$ cat src/rtl/input_array_pkg.sv
// Shared constants, widths and FSM state type for the skewed input array sequencer.
package input_array_pkg;
  localparam int LANES = 25;
  localparam int DW    = 16;
  localparam int LEN_W = 10;
  localparam int CNT_W = $clog2(LANES + 1);

  typedef enum logic [1:0] {
    IDLE  = 2'd0,
    FILL  = 2'd1,
    DRAIN = 2'd2,
    DONE  = 2'd3
  } in_ctrl_state_t;
endpackage

$ cat src/rtl/input_array_ctrl_if.sv
// Command, source handshake and array control bundle of the input array sequencer.
// Handshake: a row transfers in every cycle where src_vld and src_rdy are both high; src_rdy never depends on src_vld.
interface input_array_ctrl_if;
  import input_array_pkg::*;

  logic             start;
  logic [LEN_W-1:0] len;
  logic             abort;
  logic             src_vld;
  logic             src_rdy;
  logic             fifo_en;
  logic             zero_fill;
  logic [LANES-1:0] out_vld;
  logic             busy;
  logic             done;
  logic             err_start;

  modport master (
    output start, len, abort, src_vld,
    input  src_rdy, fifo_en, zero_fill, out_vld, busy, done, err_start
  );

  modport slave (
    input  start, len, abort, src_vld,
    output src_rdy, fifo_en, zero_fill, out_vld, busy, done, err_start
  );
endinterface

$ cat src/rtl/input_vld_skew.sv
// Per-lane valid mask: an enabled shift register that tracks which lanes hold real row data.
module input_vld_skew
  import input_array_pkg::*;
(
  input  logic             clk,
  input  logic             nrst,
  input  logic             clr,
  input  logic             en,
  input  logic             din,
  output logic [LANES-1:0] vld
);
  logic [LANES-1:0] vsr_q;

  // Clear wins over advance so an abort leaves no stale valid bits behind.
  always_ff @(posedge clk or negedge nrst) begin
    if (!nrst) begin
      vsr_q <= '0;
    end else if (clr) begin
      vsr_q <= '0;
    end else if (en) begin
      vsr_q <= {vsr_q[LANES-2:0], din};
    end
  end

  assign vld = vsr_q;
endmodule

$ cat src/rtl/input_array_ctrl.sv
// Sequencer feeding the skewed input array: pulls len rows from the source, then drains the skew with zero rows.
module input_array_ctrl
  import input_array_pkg::*;
(
  input  logic               clk,
  input  logic               nrst,
  input_array_ctrl_if.slave  bus,
  output in_ctrl_state_t     dbg_state_o
);
  in_ctrl_state_t   state_q, state_d;
  logic [LEN_W-1:0] rows_left_q, rows_left_d;
  logic [CNT_W-1:0] drain_cnt_q, drain_cnt_d;
  logic             err_start_q, err_start_d;
  logic             feed;
  logic             advance;
  logic [LANES-1:0] vld;

  // src_rdy is decoded from FILL alone, so a feed is just src_vld while filling.
  assign feed    = (state_q == FILL) && bus.src_vld;
  assign advance = feed || (state_q == DRAIN);

  always_comb begin
    state_d     = state_q;
    rows_left_d = rows_left_q;
    drain_cnt_d = drain_cnt_q;
    err_start_d = bus.start && (state_q != IDLE);
    if (bus.abort) begin
      state_d     = IDLE;
      rows_left_d = '0;
      drain_cnt_d = '0;
    end else begin
      unique case (state_q)
        IDLE: begin
          if (bus.start) begin
            if (bus.len != '0) begin
              state_d     = FILL;
              rows_left_d = bus.len;
            end else begin
              state_d = DONE;
            end
          end
        end
        FILL: begin
          if (feed) begin
            rows_left_d = rows_left_q - LEN_W'(1);
            if (rows_left_q == LEN_W'(1)) begin
              state_d     = DRAIN;
              drain_cnt_d = CNT_W'(LANES);
            end
          end
        end
        DRAIN: begin
          drain_cnt_d = drain_cnt_q - CNT_W'(1);
          if (drain_cnt_q == CNT_W'(1)) begin
            state_d = DONE;
          end
        end
        DONE:    state_d = IDLE;
        default: state_d = IDLE;
      endcase
    end
  end

  always_ff @(posedge clk or negedge nrst) begin
    if (!nrst) begin
      state_q     <= IDLE;
      rows_left_q <= '0;
      drain_cnt_q <= '0;
      err_start_q <= 1'b0;
    end else begin
      state_q     <= state_d;
      rows_left_q <= rows_left_d;
      drain_cnt_q <= drain_cnt_d;
      err_start_q <= err_start_d;
    end
  end

  input_vld_skew u_vld_skew (
    .clk  (clk),
    .nrst (nrst),
    .clr  (bus.abort),
    .en   (advance),
    .din  (feed),
    .vld  (vld)
  );

  assign bus.src_rdy   = (state_q == FILL);
  assign bus.fifo_en   = advance;
  assign bus.zero_fill = (state_q == DRAIN);
  assign bus.out_vld   = vld;
  assign bus.busy      = (state_q != IDLE);
  assign bus.done      = (state_q == DONE);
  assign bus.err_start = err_start_q;
  assign dbg_state_o   = state_q;
endmodule

$ cat src/flat_wrapper.sv
// flat-port wrapper written by rule: the top's interface ports become plain ports
module input_array_ctrl_flat import input_array_pkg::*;
  (clk, nrst, dbg_state_o, bus_start, bus_len, bus_abort, bus_src_vld, bus_src_rdy, bus_fifo_en, bus_zero_fill, bus_out_vld, bus_busy, bus_done, bus_err_start);
  input_array_ctrl_if bus_i ();
  input  logic clk;
  input  logic nrst;
  output in_ctrl_state_t dbg_state_o;
  input wire logic [$bits(bus_i.start)-1:0] bus_start;
  input wire logic [$bits(bus_i.len)-1:0] bus_len;
  input wire logic [$bits(bus_i.abort)-1:0] bus_abort;
  input wire logic [$bits(bus_i.src_vld)-1:0] bus_src_vld;
  output wire logic [$bits(bus_i.src_rdy)-1:0] bus_src_rdy;
  output wire logic [$bits(bus_i.fifo_en)-1:0] bus_fifo_en;
  output wire logic [$bits(bus_i.zero_fill)-1:0] bus_zero_fill;
  output wire logic [$bits(bus_i.out_vld)-1:0] bus_out_vld;
  output wire logic [$bits(bus_i.busy)-1:0] bus_busy;
  output wire logic [$bits(bus_i.done)-1:0] bus_done;
  output wire logic [$bits(bus_i.err_start)-1:0] bus_err_start;
  assign bus_i.start = bus_start;
  assign bus_i.len = bus_len;
  assign bus_i.abort = bus_abort;
  assign bus_i.src_vld = bus_src_vld;
  assign bus_src_rdy = bus_i.src_rdy;
  assign bus_fifo_en = bus_i.fifo_en;
  assign bus_zero_fill = bus_i.zero_fill;
  assign bus_out_vld = bus_i.out_vld;
  assign bus_busy = bus_i.busy;
  assign bus_done = bus_i.done;
  assign bus_err_start = bus_i.err_start;
  input_array_ctrl u_core (.clk(clk), .nrst(nrst), .bus(bus_i), .dbg_state_o(dbg_state_o));
endmodule
$ cat config.mk
export PLATFORM = sky130hd
export DESIGN_NAME = input_array_ctrl_flat
export DESIGN_NICKNAME = d
export VERILOG_FILES = /design/src/rtl/input_array_pkg.sv /design/src/rtl/input_array_ctrl_if.sv /design/src/rtl/input_vld_skew.sv /design/src/rtl/input_array_ctrl.sv /design/src/flat_wrapper.sv
export SDC_FILE = /design/constraint.sdc
export NUM_CORES = 1
export LEC_CHECK = 0
export ABC_AREA = 1
export BUFFER_PORTS_ARGS = -buffer_cell sky130_fd_sc_hd__buf_2
export CAP_MARGIN = 20
export CORE_AREA = 2 2 69 71
export CTS_CLUSTER_SIZE = 40
export DETAILED_ROUTE_END_ITERATION = 7
export DIE_AREA = 0 0 71 73
export HOLD_SLACK_MARGIN = 0.02
export PLACE_DENSITY = 0.88
export SLEW_MARGIN = 20
export SYNTH_ARGS = -nofsm -noshare
export SYNTH_HDL_FRONTEND = slang
export SYNTH_SLANG_ARGS = --single-unit
$ cat constraint.sdc
create_clock -name clk -period 2.2 [get_ports clk]
set_clock_uncertainty 0.1 [all_clocks]
set_input_delay 0.22 -clock clk [delete_from_list [all_inputs] [get_ports clk]]
set_output_delay 0.22 -clock clk [all_outputs]
set_load 0.005 [all_outputs]
==> metrics.txt, run 1 <==
Seq/Total Area, Yosys 0.461; DR iter-0 viols 126; period utilization 0.906; WHS Path Cells 3; Worst setup SP type register; clk sinks 43; clock-pin slew on the worst setup and hold paths 0.08 ns; Routed Antenna Nets 0; CP required 1.88 ns; Die X 71 µm; vias 2129; std cell rows 25; area of the mapped netlist 2330 µm²; Die H 73 µm; PortBufs 47; routed len/inst 12.9 µm; R2R cell count 11; clk root buf clkbuf_8; Worst R2R Start u_core.dbg_state_o[1]; CP arrival 1.67 ns; most frequent cells in the layout nand2_1 (63), buf_2 (47), inv_1 (45); WS Path Type reg2out; largest net degree at the start of global routing 44; Lkg Pwr 1.42 nW; fin worst setup slack 0.206 ns; VDD IR max 0.633 mV; Layout area overhead 20.3%; number of global-route vias before repair 1988; Final Hold Viols 0; Crit. End Element output pin; diodes inserted 0; global route hottest layer met2; via/cell ratio 5.23; setup TNS 0 ns; post-layout instance area 2810 µm²; f_max 0.502 GHz; post-DP HPWL 3.78 mm; status completed; CP Launch Point u_core.dbg_state_o[1]; Clk Latency, worst-skew pair 0.30 ns; PwrDens 1150 nW/µm²; Die Area 5180 µm²; # IOs 48; Total GRT Usage 0.220; GR Util met3 0.0497; DRT Wirelength 5.26 mm; Mapped Cells 300; worst r2r dst u_core.rows_left_q[5]; Final #Nets 375; setup violators final 0; most common cell after layout, fill and taps aside nand2_1; max-cap violations 0; DR pass1 iterations 4; worst slew pin tran 0.366 ns; synth warn 0; DRC viols 0; post-layout min period 1.99 ns; htree depth 2; layout cells sized above 1 0.210; first-pass GRT wire length 9.00 mm; Initial Utilization 0.514; unrepaired setup endpoints after global routing false; Pins Over Slew Limit 0; Hold Crit Start bus_start; Final Wtd Congestion 0.874; core area 4540 µm²; Num CTS Buffers 5; Post-CTS Setup Inserts 0; Avg Cell Area, Syn 7.77 µm²; worst-case clock buffer depth 2; max_slew headroom 0.756; worst hold path type in2reg; M2 GR Usage 0.342; #FFs+latches synth 43; worst reg2reg setup slack 0.27 ns; CTS tree built; library cells used by synthesis 31; initial antenna violation count 0; DP Worst Slack 0.344 ns; met1 usage 0.298; Critical Path Fanout Max 12; sink of the worst hold path u_core.bus.err_start; net count after synthesis 323; DP Area 2660 µm²; gr ovfl total 0
stage by stage:
step / util / hold WS [ns] / cells / power, W
finish: 0.618 / 0.0688 / 407 / 0.00324
global route: 0.618 / 0.0678 / 407 / 0.00351
CTS: 0.618 / 0.0572 / 407 / 0.00325
detailed placement: 0.586 / 0.110 / 398 / 0.00250
global placement: 0.586 / 0.108 / 398 / 0.00245
floorplan: - / -0.176 / 300 / 0.00209
metal layers:
layer	vias to the layer above	share of wire
met3	10	0.074
met5	-	0
met1	981	0.45
met2	74	0.46
li1	1064	-
met4	0	0.018
layout make-up:
cell class	count	area (µm²)
Clock inverter	3	67.6
Sequential cell	43	1080
Timing Repair Buffer	54	315
Fill cell	400	1730
Inverter	47	176
Tap cell	54	67.6
Multi-Input combinational cell	201	1030
Clock buffer	5	68.8
worst max path at each step:
stage	endpoint	slack, ns	depth (start not counted)
floorplan	u_core.u_vld_skew.vld[10]	0.55	7
global route	bus_fifo_en	0.08	5
global placement	u_core.rows_left_q[9]	0.50	11
CTS	bus_fifo_en	0.18	5
finish	bus_fifo_en	0.21	5
detailed placement	u_core.rows_left_q[5]	0.34	11
synth_stat cells, drive strengths merged:
cell / number / share of area
a21boi: 2 / 0.0064
a21oi: 5 / 0.011
a22oi: 2 / 0.0064
and2: 1 / 0.0027
buf: 5 / 0.013
clkbuf: 4 / 0.0064
dfrtp: 43 / 0.46
ha: 8 / 0.043
inv: 47 / 0.076
nand2: 64 / 0.10
nand3: 43 / 0.098
nand4: 1 / 0.0027
nor2: 22 / 0.041
nor3: 2 / 0.0043
o211ai: 1 / 0.0032
o21a: 1 / 0.0032
o21ai: 42 / 0.097
o21bai: 1 / 0.0032
o22ai: 1 / 0.0027
or2: 3 / 0.0080
xor2: 2 / 0.0075
critical path: stages (launching register included):
cell     delay (ns)
dfrtp_1        0.42
inv_1          0.11
ha_1           0.29
nand2_1        0.16
nand2_2        0.24
buf_2          0.17
state kept, by name (all words and copies together) (netlist names):
| name | flops |
|---|---|
| u_core.bus.err_start | 1 |
| u_core.rows_left_q | 10 |
| u_core.drain_cnt_q | 5 |
| u_core.u_vld_skew.vld | 25 |
| u_core.dbg_state_o | 2 |
cell families after synthesis:
kind of cell,count (synthesis),synth area share
flops,43,0.461
fa+ha+maj,8,0.0429
simple gates,136,0.260
buf+inv,56,0.0955
xor+xnor,2,0.00751
compound gates,55,0.133
power by group:
group	leakage, nW	internal (W)	switching [W]
Combinational	0.780	0.000516	0.000879
Clock	0.0644	0.000453	0.000276
Sequential	0.580	0.000952	0.000165
Total	1.42	0.00192	0.00132
repair_timing:
item                      4_1_cts  5_1_grt
hold buffers                    1        0
hold endpoints to repair       43        0
resized for setup               0        0
(Power assumes the default switching activity.)
==> run 2, diff against run 1 <==
Settings changed: CELL_PAD_IN_SITES_DETAIL_PLACEMENT set to 2, CELL_PAD_IN_SITES_GLOBAL_PLACEMENT set to 2, CORE_AREA 2 2 69 71 to 2 2 90 92, DIE_AREA 0 0 71 73 to 0 0 92 94, PLACE_DENSITY 0.88 to 0.89.
==> run 2 against run 1 <==
Compared with the run above:
- first-iteration DRC count decreased by 44%
- die area increased by 67%
- hold slack got worse by 0.0029 ns
- largest power group unchanged
- cell area increased by 0.67%
- count of clock-buffer cells in the layout increased by 1
- critical path depth unchanged
- via count increased by 4.1%
- core utilization decreased by 25 points
- setup slack got worse by 0.029 ns
- sequential power about the same
==> metrics.txt, run 2 (synthesis results as in run 1) <==
worst hold path type in2reg (unchanged); post-DP HPWL 5.35 mm (was 3.78 mm); via/cell ratio 4.87 (was 5.23); max_slew headroom 0.630 (was 0.756); routed len/inst 15.3 µm (was 12.9 µm); WHS 0.0659 ns (was 0.0688 ns); first-pass GRT wire length 12.1 mm (was 9.00 mm); combinational fraction of design power 0.451 (was 0.430); Worst setup SP type register (unchanged); Post-CTS Setup Inserts 0 (unchanged); Layout area overhead 21.1% (was 20.3%); CP arrival 1.70 ns (was 1.67 ns); gr ovfl total 0 (unchanged); Die H 94 µm (was 73 µm); htree depth 2 (unchanged); period utilization 0.919 (was 0.906); DR pass1 iterations 4 (unchanged); worst-case clock buffer depth 2 (unchanged); diodes inserted 0 (unchanged); Largest register FFs 25 (unchanged); Total GRT Usage 0.178 (was 0.220); CP required 1.88 ns (about the same); sw frac 0.437 (was 0.407); most frequent cells in the layout nand2_1 (63), buf_2 (47), inv_1 (45) (unchanged); Initial Utilization 0.307 (was 0.514); setup TNS 0 ns (unchanged); clk sinks 43 (unchanged); max-cap violations 0 (unchanged); Num CTS Buffers 5 (unchanged); Die X 92 µm (was 71 µm); layout cells sized above 1 0.212 (was 0.210); PwrDens 1140 nW/µm² (was 1150 nW/µm²); std cell rows 32 (was 25); clk root buf clkbuf_8 (unchanged); largest net degree at the start of global routing 44 (unchanged); Die Area 8650 µm² (was 5180 µm²); PortBufs 47 (unchanged); Final Wtd Congestion 0.803 (was 0.874); share of power burned in registers 0.348 (was 0.345); DR iter-0 viols 70 (was 126); Clk pwr share 0.201 (was 0.225); f_max 0.495 GHz (was 0.502 GHz); switching power 0.00141 W (was 0.00132 W); Crit. End Element output pin (unchanged); Clk Latency, worst-skew pair 0.30 ns (about the same); DRC viols 0 (unchanged); cell internal pwr 0.00181 W (was 0.00192 W); clock-pin slew on the worst setup and hold paths 0.08 ns (about the same); status completed (unchanged); number of global-route vias before repair 2450 (was 1988); VDD IR max 0.334 mV (was 0.633 mV); WS Path Type reg2out (unchanged); CTS tree built (unchanged); core area 7610 µm² (was 4540 µm²); Critical Path Fanout Max 14 (was 12); Pins Over Slew Limit 0 (unchanged); worst slew pin tran 0.555 ns (was 0.366 ns); Final #Nets 375 (unchanged); most common cell after layout, fill and taps aside nand2_1 (unchanged); DRT Wirelength 6.97 mm (was 5.26 mm); Lkg Pwr 1.41 nW (was 1.42 nW); Routed Antenna Nets 0 (unchanged); unrepaired setup endpoints after global routing false (unchanged); setup violators final 0 (unchanged); initial antenna violation count 0 (unchanged); Final Hold Viols 0 (unchanged); post-layout min period 2.02 ns (was 1.99 ns); # IOs 48 (unchanged); vias 2216 (was 2129)
[run 2: cell count changes in the layout (fill, tap and decap cells not counted)]
| cell | change |
|---|---|
| buf_4 | +2 |
| ha_2 | +1 |
| clkinvlp_4 | -1 |
| clkbuf_8 | +1 |
| bufinv_16 | -1 |
| clkinv_2 | +1 |
| buf_12 | -2 |
| ha_1 | -1 |
[run 2: final cells by class]
class | count | area, µm²
clock buffers | 6 | 82.6
repair buffers | 54 | 290
inverters | 47 | 176
flip-flops and latches | 43 | 1080
well taps | 102 | 128
multi-input cells | 201 | 1040
fillers | 934 | 4780
clock inverters | 2 | 35.0
[run 2: power by group through the flow]
stage                     registers, W  clock network [W]  logic (W)
after floorplan                0.00109                  0   0.000997
after global placement         0.00112                  0    0.00138
after detailed placement       0.00114                  0    0.00147
after CTS                      0.00112           0.000668    0.00148
after global routing           0.00115           0.000701    0.00168
final                          0.00112           0.000647    0.00145
[run 2: path summary, 6_finish.rpt]
check	start	endpoint	slack, ns	cells after the start
worst max-delay path	u_core.dbg_state_o[0]	bus_fifo_en	0.18	5
worst min-delay path	bus_start	u_core.bus.err_start	0.07	3
worst max register to register	u_core.dbg_state_o[1]	u_core.rows_left_q[8]	0.21	11
worst min register to register	u_core.drain_cnt_q[1]	u_core.drain_cnt_q[1]	0.40	2
max in group asynchronous	nrst	u_core.drain_cnt_q[2]	1.18	3
min in group asynchronous	nrst	u_core.u_vld_skew.vld[22]	0.43	3
[run 2: timing repair]
| item | CTS | global route |
|---|---|---|
| hold buffers | 1 | 0 |
| endpoints found under the hold margin | 43 | 0 |
| resized for setup | 0 | 1 |
| setup endpoints to repair | 0 | 8 |
[run 2: routing by layer]
metal / vias up / wire length (µm) / track usage
met5: - / 0 / 0
met4: 0 / 110 / 0.0585
met3: 10 / 323 / 0.0425
met2: 45 / 3310 / 0.300
met1: 1101 / 3230 / 0.225
li1: 1060 / - / -
[run 2: stage by stage]
stage / total power, W / area [µm²] / instances / utilization / worst slack (ns)
floorplan: 0.00209 / 2330 / 300 / - / 0.548
CTS: 0.00327 / 2820 / 455 / 0.371 / 0.0882
global placement: 0.00251 / 2690 / 446 / 0.354 / 0.334
finish: 0.00322 / 2820 / 455 / 0.371 / 0.178
detailed placement: 0.00261 / 2690 / 446 / 0.354 / 0.119
global route: 0.00353 / 2820 / 455 / 0.371 / 0.00688
[run 2: critical path: stages (launching register included)]
cell and delay [ns]:
dfrtp_1 0.43, inv_1 0.10, ha_1 0.27, inv_1 0.16, nand2_2 0.27, buf_2 0.17
==> run 3, diff against run 2 <==
Settings changed: ABC_AREA 1 to not set, CORE_AREA 2 2 90 92 to 2 2 89 91, DIE_AREA 0 0 92 94 to 0 0 91 93, REMOVE_ABC_BUFFERS set to 1.
==> run 3 against run 2 <==
Compared with the run above:
- synthesized cell count fell by 9.7%
- first-iteration DRC count down 51%
- sequential power about the same
- area after synthesis is 2.4% higher
- count of clock-buffer cells in the layout stayed put
- non-clock buffer count rose by 14
- cell count decreased by 5.3%
- total power is 13% higher
- wire length increased by 10%
- maximum frequency is 4.9% lower
- critical path type is now reg2reg
- critical endpoint is now u_core.rows_left_q[8]
==> metrics.txt, run 3 <==
worst hold path type in2reg (unchanged); htree depth 2 (unchanged); Die X 91 µm (was 92 µm); library cells used by synthesis 44 (was 31); Critical Path Max Stage Delay 0.63 ns (was 0.43 ns); Total GRT Usage 0.189 (was 0.178); worst r2r dst u_core.rows_left_q[8] (unchanged); Worst R2R Start u_core.rows_left_q[0] (was u_core.dbg_state_o[1]); ranking of synthesized cells by area dfrtp_1 (45%), nand2_1 (8.8%), a21oi_1 (7.1%) (was dfrtp_1 (46%), nand2_1 (10%), nand3_1 (9.0%)); diodes inserted 0 (unchanged); Slowest cell on crit path or4b_2 (was dfrtp_1); synth warn 0 (unchanged); DRC viols 0 (unchanged); PortBufs 47 (unchanged); WHS Path Cells 2 (was 3); dpl cells 421 (was 446); number of global-route vias before repair 2466 (was 2450); DR pass1 iterations 4 (unchanged); CTS tree built (unchanged); CP arrival 2.27 ns (was 1.70 ns); DR iter-0 viols 34 (was 70); GR Util met3 0.0387 (was 0.0425); Initial Utilization 0.317 (was 0.307); Post-synth ARST share 1.00 (unchanged); Avg Cell Area, Syn 8.81 µm² (was 7.77 µm²); f_max 0.471 GHz (was 0.495 GHz); via/cell ratio 5.32 (was 4.87); DP Area 2840 µm² (was 2690 µm²); post-layout instance area 2950 µm² (was 2820 µm²); DRT Wirelength 7.68 mm (was 6.97 mm); Die H 93 µm (was 94 µm); R2R cell count 6 (was 11); period utilization 0.966 (was 0.919); max-cap violations 0 (unchanged); M2 GR Usage 0.349 (was 0.300); met1 usage 0.219 (was 0.225); Largest register FFs 25 (unchanged); Critical Path Fanout Max 4 (was 14); std cell rows 32 (unchanged); WS Path Type reg2reg (was reg2out); core area 7530 µm² (was 7610 µm²); post-layout min period 2.13 ns (was 2.02 ns); clk root buf clkbuf_8 (unchanged); clock-pin slew on the worst setup and hold paths 0.08 ns (about the same); Routed Antenna Nets 0 (unchanged); worst reg2reg setup slack 0.07 ns (was 0.21 ns); VDD IR max 0.412 mV (was 0.334 mV); worst-case clock buffer depth 2 (unchanged); Pins Over Slew Limit 0 (unchanged); Hold Crit Start bus_start (unchanged); Synth area leader dfrtp_1 (unchanged); Die Area 8460 µm² (was 8650 µm²); Clk Latency, worst-skew pair 0.30 ns (about the same); Lkg Pwr 1.37 nW (was 1.41 nW); Layout area overhead 23.6% (was 21.1%); setup TNS 0 ns (unchanged); Seq/Total Area, Yosys 0.451 (was 0.461); FILL cells 892 (was 934); most common cell after layout, fill and taps aside nand2_1 (unchanged); Mapped Cells 271 (was 300); # IOs 48 (unchanged); area of the mapped netlist 2390 µm² (was 2330 µm²); PwrDens 1230 nW/µm² (was 1140 nW/µm²); most frequent cells after synthesis nand2_1 (56), dfrtp_1 (43), a21oi_1 (34) (was nand2_1 (63), inv_1 (45), dfrtp_1 (43)); Worst setup SP type register (unchanged); Final Wtd Congestion 0.821 (was 0.803); #FFs+latches synth 43 (unchanged); first-pass GRT wire length 12.8 mm (was 12.1 mm); vias 2293 (was 2216); Crit. End Element register (was output pin); CP required 2.35 ns (was 1.88 ns); status completed (unchanged); worst slew pin tran 0.587 ns (was 0.555 ns); layout cells sized above 1 0.274 (was 0.212); clk sinks 43 (unchanged); max_slew headroom 0.609 (was 0.630); largest net degree at the start of global routing 44 (unchanged); fin worst setup slack 0.0747 ns (was 0.178 ns); CP cell instances inv_1 -> ha_1 -> or4b_2 -> o31a_1 -> nor4_1 -> a31o_2 (was inv_1 -> ha_1 -> inv_1 -> nand2_2 -> buf_2); setup violators final 0 (unchanged); Post-Layout Cell Count 431 (was 455); final core utilization 0.392 (was 0.371); post-DP HPWL 5.70 mm (was 5.35 mm); gr ovfl total 0 (unchanged); initial antenna violation count 0 (unchanged); share of the synthesized area in the top cell type 0.451 (was 0.461); Synth Flop Type dfrtp_1 (unchanged); sink of the worst hold path u_core.bus.err_start (unchanged); DP Worst Slack -0.00167 ns (was 0.119 ns); routed len/inst 17.8 µm (was 15.3 µm); Final Hold Viols 0 (unchanged); Post-synth EDFFs 0 (unchanged); most frequent cells in the layout nand2_1 (56), buf_2 (47), dfrtp_1 (43) (was nand2_1 (63), buf_2 (47), inv_1 (45)); Final #Nets 351 (was 375); Num CTS Buffers 5 (unchanged); global route hottest layer met2 (unchanged); most frequent cell after synthesis nand2_1 (unchanged)
==> run 3: final cells by class <==
class                           count  area (µm²)  area share
Sequential cell                    43        1080       0.365
Timing Repair Buffer               68         408       0.138
Clock inverter                      2        12.5     0.00424
Multi-Input combinational cell    194        1190       0.405
Tap cell                          102         128      0.0433
Clock buffer                        6        72.6      0.0246
Inverter                           16        60.1      0.0204
==> run 3: metrics by stage <==
step | power, W | hold slack [ns]
2_1_floorplan | 0.00226 | -0.176
3_3_place_gp | 0.00298 | 0.236
3_5_place_dp | 0.00308 | 0.251
4_1_cts | 0.00365 | 0.0630
5_1_grt | 0.00393 | 0.0757
6_report | 0.00364 | 0.0698
==> run 3: worst max-delay path by stage <==
| stage | start | endpoint | slack, ns | cells after the start |
|---|---|---|---|---|
| global route | u_core.rows_left_q[1] | u_core.drain_cnt_q[1] | -0.02 | 7 |
| global placement | u_core.rows_left_q[1] | u_core.drain_cnt_q[1] | 0.07 | 7 |
| floorplan | u_core.dbg_state_o[1] | u_core.u_vld_skew.vld[10] | -0.62 | 6 |
| detailed placement | u_core.rows_left_q[1] | u_core.drain_cnt_q[1] | -0.002 | 7 |
| CTS | u_core.rows_left_q[1] | u_core.drain_cnt_q[1] | 0.04 | 7 |
| finish | u_core.rows_left_q[0] | u_core.rows_left_q[8] | 0.07 | 6 |
==> run 3: critical path: cells and delay by family (launching register included) <==
| family | cells | cell delay [ns] |
|---|---|---|
| and+or+nand+nor | 2 | 0.80 |
| DFF | 1 | 0.42 |
| adders and majority gates | 1 | 0.22 |
| AOI/OAI and AO/OA | 2 | 0.42 |
| buffers and inverters | 1 | 0.12 |
==> run 3: cells by family after synthesis <==
logic type / Yosys count / share of synthesized area
simple gates: 106 / 0.216
compound gates: 73 / 0.205
flops: 43 / 0.451
buf+inv: 34 / 0.0540
fa+ha+maj: 8 / 0.0419
mux: 7 / 0.0314
==> run 3: power breakdown <==
group	switching (W)	leakage [nW]	total, W	internal [W]
logic	0.00116	0.737	0.00203	0.000876
registers	0.000156	0.590	0.00109	0.000934
clock network	0.000290	0.0412	0.000512	0.000222
total	0.00160	1.37	0.00364	0.00203
==> run 3: repair_timing <==
item                       CTS  global route
setup endpoints to repair    2             4
hold buffers                 1             0
pin swaps                    0             0
resized for setup            2             4
cloned                       0             0
hold endpoints to repair    43             0
buffers inserted             0             1
==> run 3: metal layers <==
metal	wire length, µm	up-vias
met3	295	10
met1	3180	1165
met2	4070	52
met4	130	0
met5	0	-
li1	-	1066
